**config.mk**
```make
export PLATFORM = sky130hd
export DESIGN_NAME = jkff_bank_flat
export DESIGN_NICKNAME = d
export VERILOG_FILES = /design/src/rtl/jkff_pkg.sv /design/src/rtl/jkff_bank_if.sv /design/src/rtl/jkff_cell.sv /design/src/rtl/jkff_bank.sv /design/src/flat_wrapper.sv
export SDC_FILE = /design/constraint.sdc
export NUM_CORES = 1
export LEC_CHECK = 0
export ABC_AREA = 1
export CAP_MARGIN = 20
export CORE_MARGIN = 4
export CORE_UTILIZATION = 53
export CTS_BUF_LIST = sky130_fd_sc_hd__clkbuf_4
export CTS_CLUSTER_DIAMETER = 40
export DETAILED_ROUTE_END_ITERATION = 8
export PLACE_DENSITY_LB_ADDON = 0.1
export SLEW_MARGIN = 30
export SYNTH_ARGS = -nofsm -noshare
export SYNTH_HDL_FRONTEND = slang
export SYNTH_SLANG_ARGS = --single-unit
```
**constraint.sdc**
```tcl
create_clock -name clk -period 3 [get_ports clk]
set_clock_uncertainty 0.2 [all_clocks]
set_input_delay 0.3 -clock clk [delete_from_list [all_inputs] [get_ports clk]]
set_output_delay 0.3 -clock clk [all_outputs]
set_load 0.01 [all_outputs]
```
**src/rtl/jkff_pkg.sv**
```systemverilog
// Shared mode encoding for the JK/D/T/SR flip-flop bank.
package jkff_pkg;

    typedef enum logic [1:0] {
        MODE_JK = 2'b00,
        MODE_D  = 2'b01,
        MODE_T  = 2'b10,
        MODE_SR = 2'b11
    } mode_t;

endpackage

```
**src/rtl/jkff_bank_if.sv**
```systemverilog
// Control/data bundle between a bank controller (master) and jkff_bank (slave).
interface jkff_bank_if #(
    parameter int WIDTH = 8
);
    import jkff_pkg::*;

    logic             en;
    mode_t            mode;
    logic [WIDTH-1:0] j;
    logic [WIDTH-1:0] k;
    logic             err_clr;
    logic [WIDTH-1:0] q;
    logic [WIDTH-1:0] qbar;
    logic [WIDTH-1:0] changed;
    logic             err;

    modport master (
        output en, mode, j, k, err_clr,
        input  q, qbar, changed, err
    );

    modport slave (
        input  en, mode, j, k, err_clr,
        output q, qbar, changed, err
    );

endinterface

```
**src/rtl/jkff_cell.sv**
```systemverilog
// Next-state logic for one bit of the bank; purely combinational.
module jkff_cell
    import jkff_pkg::*;
(
    input  logic  q,
    input  logic  j,
    input  logic  k,
    input  mode_t mode,
    output logic  q_next,
    output logic  illegal
);

    always_comb begin
        q_next  = q;
        illegal = 1'b0;
        case (mode)
            MODE_JK: begin
                case ({j, k})
                    2'b01:   q_next = 1'b0;
                    2'b10:   q_next = 1'b1;
                    2'b11:   q_next = ~q;
                    default: q_next = q;
                endcase
            end
            MODE_D:  q_next = j;
            MODE_T:  q_next = q ^ j;
            MODE_SR: begin
                // S=R=1 is flagged but the bit keeps its value
                case ({j, k})
                    2'b01:   q_next = 1'b0;
                    2'b10:   q_next = 1'b1;
                    2'b11:   illegal = 1'b1;
                    default: q_next = q;
                endcase
            end
            default: q_next = q;
        endcase
    end

endmodule

```
**src/rtl/jkff_bank.sv**
```systemverilog
// Bank of WIDTH configurable flip-flops with change pulses and a sticky SR-illegal flag.
module jkff_bank
    import jkff_pkg::*;
#(
    parameter int               WIDTH     = 8,
    parameter logic [WIDTH-1:0] RESET_VAL = '0
) (
    input  logic        clk,
    input  logic        rst_n,
    jkff_bank_if.slave  bus
);

    logic [WIDTH-1:0] q_r;
    logic [WIDTH-1:0] qbar_r;
    logic [WIDTH-1:0] changed_r;
    logic             err_r;
    logic [WIDTH-1:0] q_next;
    logic [WIDTH-1:0] illegal;

    for (genvar i = 0; i < WIDTH; i++) begin : g_cell
        jkff_cell u_cell (
            .q       (q_r[i]),
            .j       (bus.j[i]),
            .k       (bus.k[i]),
            .mode    (bus.mode),
            .q_next  (q_next[i]),
            .illegal (illegal[i])
        );
    end

    // qbar is registered from the same next-state so it never lags q
    always_ff @(posedge clk) begin
        if (!rst_n) begin
            q_r       <= RESET_VAL;
            qbar_r    <= ~RESET_VAL;
            changed_r <= '0;
            err_r     <= 1'b0;
        end else begin
            if (bus.en) begin
                q_r       <= q_next;
                qbar_r    <= ~q_next;
                changed_r <= q_next ^ q_r;
            end else begin
                changed_r <= '0;
            end
            // a new illegal condition wins over a simultaneous clear
            if (bus.en && (|illegal)) begin
                err_r <= 1'b1;
            end else if (bus.err_clr) begin
                err_r <= 1'b0;
            end
        end
    end

    assign bus.q       = q_r;
    assign bus.qbar    = qbar_r;
    assign bus.changed = changed_r;
    assign bus.err     = err_r;

endmodule

```
**src/flat_wrapper.sv**
```systemverilog
// flat-port wrapper written by rule: the top's interface ports become plain ports
module jkff_bank_flat import jkff_pkg::*;
#(
    parameter int               WIDTH     = 8,
    parameter logic [WIDTH-1:0] RESET_VAL = '0
)
  (clk, rst_n, bus_en, bus_mode, bus_j, bus_k, bus_err_clr, bus_q, bus_qbar, bus_changed, bus_err);
  jkff_bank_if #(.WIDTH(WIDTH)) bus_i ();
  input  logic clk;
  input  logic rst_n;
  input wire logic [$bits(bus_i.en)-1:0] bus_en;
  input wire logic [$bits(bus_i.mode)-1:0] bus_mode;
  input wire logic [$bits(bus_i.j)-1:0] bus_j;
  input wire logic [$bits(bus_i.k)-1:0] bus_k;
  input wire logic [$bits(bus_i.err_clr)-1:0] bus_err_clr;
  output wire logic [$bits(bus_i.q)-1:0] bus_q;
  output wire logic [$bits(bus_i.qbar)-1:0] bus_qbar;
  output wire logic [$bits(bus_i.changed)-1:0] bus_changed;
  output wire logic [$bits(bus_i.err)-1:0] bus_err;
  assign bus_i.en = bus_en;
  assign bus_i.mode = bus_mode;
  assign bus_i.j = bus_j;
  assign bus_i.k = bus_k;
  assign bus_i.err_clr = bus_err_clr;
  assign bus_q = bus_i.q;
  assign bus_qbar = bus_i.qbar;
  assign bus_changed = bus_i.changed;
  assign bus_err = bus_i.err;
  jkff_bank #(.WIDTH(WIDTH), .RESET_VAL(RESET_VAL)) u_core (.clk(clk), .rst_n(rst_n), .bus(bus_i));
endmodule
```
# After elaboration in Yosys (flattened, before gate mapping)
# Cells that the tools add are included.
dict set report totals {
  reg_bits 25
  latch_bits 0
  mem_bits_rw 0
  romBits 0
  inputBits 22
  output_inout_bits 25
  word_cells 96
  n_memories 0
}
dict set report classes {
  addsub 0
  mul 0
  n_div 0
  order_cmp 0
  eq_ne 27
  shifts 0
  muxes 42
  bitwise 18
  reduce_logical 5
}
# operator n
set ops {}
lappend ops {{equality test 2 bit, second input constant} 18}
lappend ops {{case mux 1 bit (4 select lines)} 8}
lappend ops {{case mux 1 bit (3 select lines)} 8}
lappend ops {{equality test 2 x 1 -> 1 bit, second input constant} 9}
lappend ops {{two-way mux 1 bit} 18}
lappend ops {{case mux 1 bit (2 select lines)} 8}
lappend ops {{NOT 1 bit} 8}
lappend ops {{NOT 8 bit} 1}
lappend ops {{OR reduction 8 bit} 1}
lappend ops {{bitwise XOR 1 bit} 8}
lappend ops {{bitwise XOR 8 bit} 1}
lappend ops {{logical NOT 2 bit} 1}
lappend ops {{AND reduction 2 bit} 1}
lappend ops {{nonzero test 2 bit} 1}
lappend ops {{logical AND 1 bit} 1}

# Logic depth before layout (Yosys ltp)
# Gate-level depths: netlist of the first run.
dict set report logic_depth {
  depth_word 6
  mapped_depth 10
  mapped_depth_nobuf 10
}

# Hierarchy
# Synthesis of the first run repeated with hierarchy kept, for this count alone.
dict set report hier_totals {
  hier_cells 289
  hier_area_um2 1840.5
}
# module instances cells_each area_per_inst_um2
set by_module_without_submodules {}
lappend by_module_without_submodules {jkff_cell 8 24 116.4}
lappend by_module_without_submodules {jkff_bank 1 97 909.6}

# Least setup slack after synthesis of the first run
# Ideal clock, no wire load.
dict set report synth_timing {
  path_type {input to register}
  start {input bus_k[1]}
  end {register u_core.changed_r[1], in the netlist u_core.bus.changed[1]}
  t_arrival_ps 1066
  required_time_ps 2687
  slack_ps 1622
  cell_stages 10
  n_path_buf 0
  cell_sequence {inv_1 -> ha_1 -> inv_1 -> nand2_1 -> nand3_1 -> nand3_1 -> nand2_1 -> nand2_1 -> nand2_1 -> nor2_1}
}
dict set report synth_between {
  elab_chain_cells 4
}
# item line
set synth_rtl {}
lappend synth_rtl {{start: declaration} flat_wrapper.sv:14} ;# input wire logic [$bits(bus_i.k)-1:0] bus_k;
lappend synth_rtl {{equality test 2 bit (tied with other cells)} jkff_cell.sv:18} ;# case ({j, k})
lappend synth_rtl {{case mux 1 bit (3 select lines) / case mux 1 bit (2 select lines) (equally long branches)} {jkff_cell.sv:18, jkff_cell.sv:29}}
lappend synth_rtl {{case mux 1 bit (4 select lines) *} jkff_cell.sv:16} ;# case (mode)
lappend synth_rtl {{bitwise XOR 8 bit *} jkff_bank.sv:42} ;# changed_r <= q_next ^ q_r;
lappend synth_rtl {{end signal: assignment} jkff_bank.sv:42}
lappend synth_rtl {{end: declaration} jkff_bank.sv:15} ;# logic [WIDTH-1:0] changed_r;
# Every way passes the cells marked *; elsewhere a longest branch is shown, timed or not.
# A chain may end at the register's enable or synchronous reset.

# Worst setup path in the final report of the first run
dict set report layout_timing {
  start {register u_core.q_r[0], in the netlist u_core.bus.q[0]}
  end {output bus_q[0]}
}
# item line
set layout_lines {}
lappend layout_lines {{start: declaration} jkff_bank.sv:13} ;# logic [WIDTH-1:0] q_r;
lappend layout_lines {{start signal: assignment} jkff_bank.sv:40} ;# q_r <= q_next;
lappend layout_lines {{end: declaration} flat_wrapper.sv:16} ;# output wire logic [$bits(bus_i.q)-1:0] bus_q;
# No word-level cell between the ends.

==> results of run 1 <==
-- worst paths after layout --
check,start,end
setup / recovery,u_core.bus.q[0],bus_q[0]
hold / removal,u_core.bus.err,u_core.bus.err
setup reg to reg,u_core.bus.q[0],u_core.bus.changed[0]
hold reg to reg,u_core.bus.err,u_core.bus.err
-- synth_stat cells --
cell / instances / area [sq um]
nor2_1: 28 / 105
nand2_1: 75 / 282
inv_2: 3 / 11.3
dfxtp_1: 25 / 500
ha_1: 16 / 200
nand4_1: 6 / 37.5
clkbuf_1: 2 / 7.51
o21ai_0: 17 / 85.1
buf_4: 8 / 60.1
nand3_1: 28 / 140
a21oi_1: 12 / 60.1
clkinv_1: 2 / 7.51
nor2_2: 2 / 12.5
inv_1: 40 / 150
nor2_4: 1 / 11.3
buf_2: 2 / 10.0
nand3b_1: 1 / 7.51
-- report_power, final --
part,leakage [nW],total [mW],switching [mW],internal [mW]
registers,0.207,0.378,0.0203,0.358
clock network,0.0177,0.153,0.103,0.0500
logic,0.818,0.252,0.133,0.119
total,1.04,0.782,0.256,0.526
-- state kept, by name (all words and copies together) (netlist names) --
signal	cells
u_core.bus.changed	8
u_core.bus.err	1
u_core.bus.q	8
u_core.bus.qbar	8
-- layout make-up --
| class | count | area share [%] |
|---|---|---|
| Inverter | 45 | 7.82 |
| Timing Repair Buffer | 47 | 21.7 |
| Sequential cell | 25 | 23.2 |
| Multi-Input combinational cell | 186 | 43.5 |
| Clock buffer | 3 | 1.04 |
| Tap cell | 44 | 2.55 |
| Clock inverter | 1 | 0.232 |
-- kinds of logic after synthesis --
logic type	count (synthesis)	synth area share, %
AO/OA/AOI/OAI	29	8.60
adder cells (fa/ha/maj)	16	11.9
buffers and inverters	57	14.6
flip-flops	25	29.7
AND/OR/NAND/NOR	141	35.3
-- metal layers --
layer	GRT usage (%)	routed length (microns)
met1	25.2	1840
met2	35.3	1880
met3	3.64	240
met4	6.60	27
met5	0	0
-- worst min-delay path, cell delays in order, from the launching register on --
cell	delay [ns]
dfxtp_1	0.33
nand2_1	0.06
a21oi_1	0.05
==> impl_metrics.yaml, run 1 <==
finish:
  final_util_pct: 70.8
  layout_commonest_cell: "nand2_1"
  antenna_cells: 0
  final_area_sq_mm: 0.00216
  ff_latch_area_sq_um: 500
  layout_common_cells: "nand2_1 (75), clkdlybuf4s50_1 (46), inv_1 (40)"
  fin_nets: 346
  final_cell_count_no_fill: 351
  drive_above_1_share_pct: 3.58
  filler_cell_count: 283
  multi_input_area_sq_um: 941
  area_growth_pct: 28.0
die:
  fp-row-count: 20
  fp.dieH_microns: 64.4
  die_area_sq_mm: 0.00415
  ios: 47
  start_util_pct: 55.3
  coreArea_sq_mm: 0.00305
  dieWidth_microns: 64.4
clocking:
  hold_buffers: 0
  clk_latency_ns: 0.32
  clock_path_buffers: 2
  clkTransAtPathRegs_ns: 0.14
  tritoncts: "done"
  cts_made_buffers: 3
  cts_root_buf: "clkbuf_4"
  clock-sinks: 25
  cts_setup_buffers: 0
  htreeDepth: 1
  postCtsResizedCells: 0
synth:
  ys.warnings.count: 0
  yosysSeqAreaShare_pct: 29.7
  synth_cell_types: 17
  syn_nets: 306
  synth_area_per_cell_sq_um: 6.30
  netlist_area_sq_mm: 0.00169
  syn_inst: 268
  ys_ff_latch: 25
setup_path:
  rrSetupSlack_ns: 1.63
  cp_cell_sequence: "clkdlybuf4s50_1"
  start_kind: "flip-flop"
  crit_slowest_cell: "clkdlybuf4s50_1"
  cp_max_fo: 7
  criticalPathCategory: "flip-flop to output pin"
  worstSetupEndpointType: "output pin"
  critPathArrivalTime_ns: 1.38
  critPathRequiredTime_ns: 2.50
  max_stage_delay_ns: 0.58
  reg2reg_depth: 7
  critical_path_cell_count: 1
  worst-path-buf-inv: 1
  critical_path.top_delay_family: "buffers and inverters"
timing:
  final.setup.worst_slack_ns: 1.12
  tightest_slew_ns: 0.451
  whs_ns: 0.280
  post-route-min-period_ns: 1.88
  max_freq_ghz: 0.531
  hold_viol: 0
  setup_violations: 0
  finalSetupTns_ns: 0
  maxSlewViolCount: 0
  relSlewSlack_pct: 69.8
  rsz0062_at_grt: "no"
  finalCritPeriodShare_pct: 62.8
route:
  drt_iter0_drc: 107
  first_pass_iters: 4
  ant_nets: 0
  post_drt_via_cell_ratio: 4.99
  wl_per_cell_microns: 11.4
  num_vias: 1753
  drc_errors: 0
  finalWirelength_microns: 3990
pwr:
  finalPower_uw: 782
  ir_drop_v: 0.000257
  power_density_mw_per_mm2: 362
  leakagePower_nw: 1.04
placed_design:
  post-place-ws_ns: 0.966
  gp_congestion: 0.849
  port_buffers: 46
  hpwl_microns: 3030
  dpl.cell_count: 347
  dpl_cell_area_sq_mm: 0.00213
worst_hold_path:
  hold_class: "flip-flop to flip-flop"
  min_path_cells: 2
grt:
  grt_usage_pct: 20.3
  grt_pass1_vias: 1587
  grt_max_degree: 18
  grt_pass1_wl_microns: 6780
  antenna_found_initial: 0
  grt.overflow.total: 0
status:
  outcome: "completed"
flow_run:
  drv_cap: 0
Power figures use the tool's default switching activity.
==> inputs of run 2 (changes only) <==
Settings changed: CORE_UTILIZATION 53 to 50.
Clock period 3 ns to 1.9 ns, I/O delays scaled along.
==> run 2 against run 1 <==
  * Die area grew 5.3%
  * Critical endpoint unchanged
  * Critical path depth unchanged
  * Clock power rose by 56%
  * Via count grew 3.4%
  * Setup slack lost 1.0 ns
  * Register-to-register slack worse by 1.1 ns
  * Wire length is 5.1% higher
  * Utilization rose by 2.2 points
  * Sequential power increased by 58%
  * Combinational power up 71%
  * Worst hold slack got worse by 0.0071 ns
==> impl_metrics.yaml, run 2 (synthesis gave the netlist of run 1 again) <==
clocking:
  cts_made_buffers: 3
  tritoncts: "done"
  clock_path_buffers: 2
  clkTransAtPathRegs_ns: 0.13
  postCtsResizedCells: 0
  cts_setup_buffers: 0
  clk_latency_ns: 0.33
  htreeDepth: 1
  clock-sinks: 25
  hold_buffers: 0
  cts_root_buf: "clkbuf_4"
finish:
  antenna_cells: 0
  area_growth_pct: 36.3
  layout_commonest_cell: "nand2_1"
  layout_common_cells: "nand2_1 (75), clkdlybuf4s50_1 (46), inv_1 (40)"
  drive_above_1_share_pct: 8.64
  fin_nets: 363
  final_area_sq_mm: 0.00230
placed_design:
  hpwl_microns: 3300
  dpl_cell_area_sq_mm: 0.00227
  gp_congestion: 0.807
  post-place-ws_ns: 0.00140
  port_buffers: 46
route:
  drc_errors: 0
  num_vias: 1812
  wl_per_cell_microns: 11.4
  first_pass_iters: 4
  finalWirelength_microns: 4200
  ant_nets: 0
  drt_iter0_drc: 117
  post_drt_via_cell_ratio: 4.92
grt:
  grt_pass1_vias: 1573
  grt_max_degree: 15
  antenna_found_initial: 0
  met1_usage_pct: 24.5
  grt_usage_pct: 20.2
  gr-usage-met3_pct: 4.25
  grt_pass1_wl_microns: 6890
  grt_use_met2_pct: 35.4
  grt.overflow.total: 0
  busiest_layer: "met2"
setup_path:
  cp_cell_sequence: "clkdlybuf4s50_1"
  worst-path-buf-inv: 1
  criticalPathCategory: "flip-flop to output pin"
  max_stage_delay_ns: 0.59
  crit_slowest_cell: "clkdlybuf4s50_1"
  cp_max_fo: 7
  critPathRequiredTime_ns: 1.51
  start_kind: "flip-flop"
  critPathArrivalTime_ns: 1.39
  worstSetupEndpointType: "output pin"
  critical_path.top_delay_family: "buffers and inverters"
timing:
  finalCritPeriodShare_pct: 93.8
  maxSlewViolCount: 0
  whs_ns: 0.273
  final.setup.worst_slack_ns: 0.118
  rsz0062_at_grt: "no"
  post-route-min-period_ns: 1.78
  tightest_slew_ns: 0.319
  setup_violations: 0
  hold_viol: 0
  max_freq_ghz: 0.561
  finalSetupTns_ns: 0
  relSlewSlack_pct: 78.7
die:
  coreArea_sq_mm: 0.00315
  fp.dieH_microns: 66.1
  fp-row-count: 20
  dieWidth_microns: 66.1
  start_util_pct: 53.5
  die_area_sq_mm: 0.00437
  ios: 47
worst_hold_path:
  hold_class: "flip-flop to flip-flop"
pwr:
  leakagePower_nw: 1.13
  power_density_mw_per_mm2: 550
  ir_drop_v: 0.000400
  finalPower_mw: 1.26
flow_run:
  drv_cap: 0
status:
  outcome: "completed"
==> run 2: power breakdown <==
group | switching (mW) | total (mW) | internal [mW]
Combinational | 0.217 | 0.430 | 0.213
Sequential | 0.0319 | 0.596 | 0.564
Clock | 0.160 | 0.239 | 0.0791
Total | 0.408 | 1.26 | 0.857
==> run 2: through the flow <==
| stage | util (%) | std cells |
|---|---|---|
| 2_1_floorplan | - | 268 |
| 3_3_place_gp | 72.1 | 364 |
| 3_5_place_dp | 72.1 | 364 |
| 4_1_cts | 73.0 | 368 |
| 5_1_grt | 73.0 | 368 |
| 6_report | 73.0 | 368 |
==> run 2: routing by layer <==
layer | vias to the layer above | wire (microns) | share of wire, %
met3 | 9 | 331 | 7.9
met1 | 793 | 1730 | 41
met4 | 0 | 64 | 1.5
met2 | 66 | 2070 | 49
li1 | 944 | - | -
met5 | - | 0 | 0
==> run 2: layout make-up <==
cell class,instances,area (sq um)
repair buffers,64,608
fillers,296,852
clock buffers,3,22.5
multi-input cells,186,941
inverters,45,169
well taps,44,55.1
flip-flops and latches,25,500
clock inverters,1,5.00
==> run 2: path summary, 6_finish.rpt <==
| kind | slack, ns | start | cells past startpoint | to |
|---|---|---|---|---|
| setup / recovery | 0.12 | u_core.bus.q[0] | 1 | bus_q[0] |
| hold / removal | 0.27 | u_core.bus.err | 2 | u_core.bus.err |
| setup reg to reg | 0.55 | u_core.bus.q[6] | 6 | u_core.bus.q[6] |
| hold reg to reg | 0.27 | u_core.bus.err | 2 | u_core.bus.err |
==> inputs of run 3 (changes only) <==
Settings changed: SETUP_SLACK_MARGIN set to 0.3.
==> run 3 against run 2 <==
  * Design area up 3.8%
  * Via count up 0.17%
  * Power down 0.33%
  * Cell count unchanged
  * Non-clock buffer count unchanged
  * Critical path depth unchanged
  * Sequential share of layout area up 0.10 points
  * Utilization up 2.7 points
  * Critical path type unchanged
==> impl_metrics.yaml, run 3 (synthesis gave the netlist of run 1 again) <==
status:
  outcome: "completed"
timing:
  finalCritPeriodShare_pct: 82.3
  rsz0062_at_grt: "no"
  maxSlewViolCount: 0
  hold_viol: 0
  whs_ns: 0.223
  finalSetupTns_ns: 0
  post-route-min-period_ns: 1.56
  setup_violations: 0
  max_freq_ghz: 0.640
  tightest_slew_ns: 0.314
  relSlewSlack_pct: 79.0
finish:
  area_growth_pct: 41.4
  final_area_sq_mm: 0.00239
  fin_nets: 363
  layout_commonest_cell: "nand2_1"
  drive_above_1_share_pct: 13.3
  layout_common_cells: "nand2_1 (73), inv_1 (40), nor2_1 (28)"
  antenna_cells: 0
setup_path:
  critPathArrivalTime_ns: 1.17
  worstReg2RegStart: "u_core.bus.q[5]"
  worstSetupEndpointType: "output pin"
  reg2reg_depth: 6
  worst-path-buf-inv: 1
  crit_slowest_cell: "clkdlybuf4s50_1"
  critical_path.top_delay_family: "buffers and inverters"
  max_stage_delay_ns: 0.52
  rrSetupSlack_ns: 0.60
  r2r-end: "u_core.bus.changed[5]"
  criticalPathCategory: "flip-flop to output pin"
  cp_cell_sequence: "clkdlybuf4s50_1"
  critPathRequiredTime_ns: 1.51
  start_kind: "flip-flop"
  cp_max_fo: 1
grt:
  grt.overflow.total: 0
  grt_max_degree: 15
  antenna_found_initial: 0
  grt_pass1_vias: 1591
  grt_pass1_wl_microns: 6940
  grt_usage_pct: 20.4
placed_design:
  gp_congestion: 0.807
  hpwl_microns: 3300
  port_buffers: 46
  dpl_cell_area_sq_mm: 0.00227
clocking:
  clock_path_buffers: 2
  cts_setup_buffers: 0
  tritoncts: "done"
  cts_root_buf: "clkbuf_4"
  clkTransAtPathRegs_ns: 0.13
  htreeDepth: 1
  cts_made_buffers: 3
  clk_latency_ns: 0.32
  clock-sinks: 25
die:
  die_area_sq_mm: 0.00437
  fp.dieH_microns: 66.1
  ios: 47
  dieWidth_microns: 66.1
  fp-row-count: 20
  coreArea_sq_mm: 0.00315
  start_util_pct: 53.5
route:
  post_drt_via_cell_ratio: 4.93
  drc_errors: 0
  ant_nets: 0
  drt_iter0_drc: 146
  finalWirelength_microns: 4390
  num_vias: 1815
  wl_per_cell_microns: 11.9
  first_pass_iters: 4
worst_hold_path:
  holdCritStartpoint: "bus_k[3]"
  holdPathEnd: "u_core.bus.qbar[3]"
  min_path_cells: 5
  hold_class: "primary input to flip-flop"
pwr:
  leakagePower_nw: 1.29
  ir_drop_v: 0.000412
  power_density_mw_per_mm2: 528
flow_run:
  drv_cap: 0
==> run 3: cell count changes in the layout (fill, tap and decap cells not counted), sizes merged <==
cell,delta
clkdlybuf4s50,-27
dlygate4sd2,+18
dlymetal6s2s,+9
==> run 3: per-layer routing <==
metal | GRT usage [%] | share of wire, %
met1 | 24.6 | 43
met4 | 7.11 | 1.0
met5 | 0 | 0
met2 | 35.4 | 51
met3 | 4.42 | 5.9
==> run 3: repair_timing <==
action | CTS | global route
endpoints found under the setup margin | 19 | 18
pin swaps | 0 | 10
hold buffers | 0 | 0
resized for setup | 29 | 20
==> run 3: layout make-up <==
class	instances	area [sq um]
Timing Repair Buffer	64	608
Inverter	45	169
Multi-Input combinational cell	186	1010
Fill cell	288	766
Tap cell	44	55.1
Sequential cell	25	522
Clock buffer	3	22.5
Clock inverter	1	5.00
==> run 3: per-stage QoR <==
| stage | util [%] | std cells | power (mW) | worst slack (ns) |
|---|---|---|---|---|
| 2_1_floorplan | - | 268 | 0.837 | 0.632 |
| 3_3_place_gp | 72.1 | 364 | 1.03 | 0.0317 |
| 3_5_place_dp | 72.1 | 364 | 1.04 | 0.00140 |
| 4_1_cts | 72.9 | 368 | 1.25 | 0.206 |
| 5_1_grt | 75.7 | 368 | 1.35 | 0.279 |
| 6_report | 75.7 | 368 | 1.26 | 0.337 |
==> run 3: report_power, final <==
part | internal, mW | switching [mW]
sequential | 0.564 | 0.0307
clock | 0.0791 | 0.161
combinational | 0.198 | 0.228
total | 0.842 | 0.419
==> run 3: worst max-delay path by stage <==
stage | startpoint | to | slack (ns) | cells past startpoint
finish | u_core.bus.changed[1] | bus_changed[1] | 0.34 | 1
global route | bus_k[0] | u_core.bus.changed[0] | 0.28 | 10
CTS | u_core.bus.q[0] | bus_q[0] | 0.21 | 1
detailed placement | bus_mode[0] | u_core.bus.qbar[5] | 0.001 | 8
global placement | bus_mode[0] | u_core.bus.qbar[5] | 0.03 | 8
floorplan | bus_k[1] | u_core.bus.changed[1] | 0.63 | 10
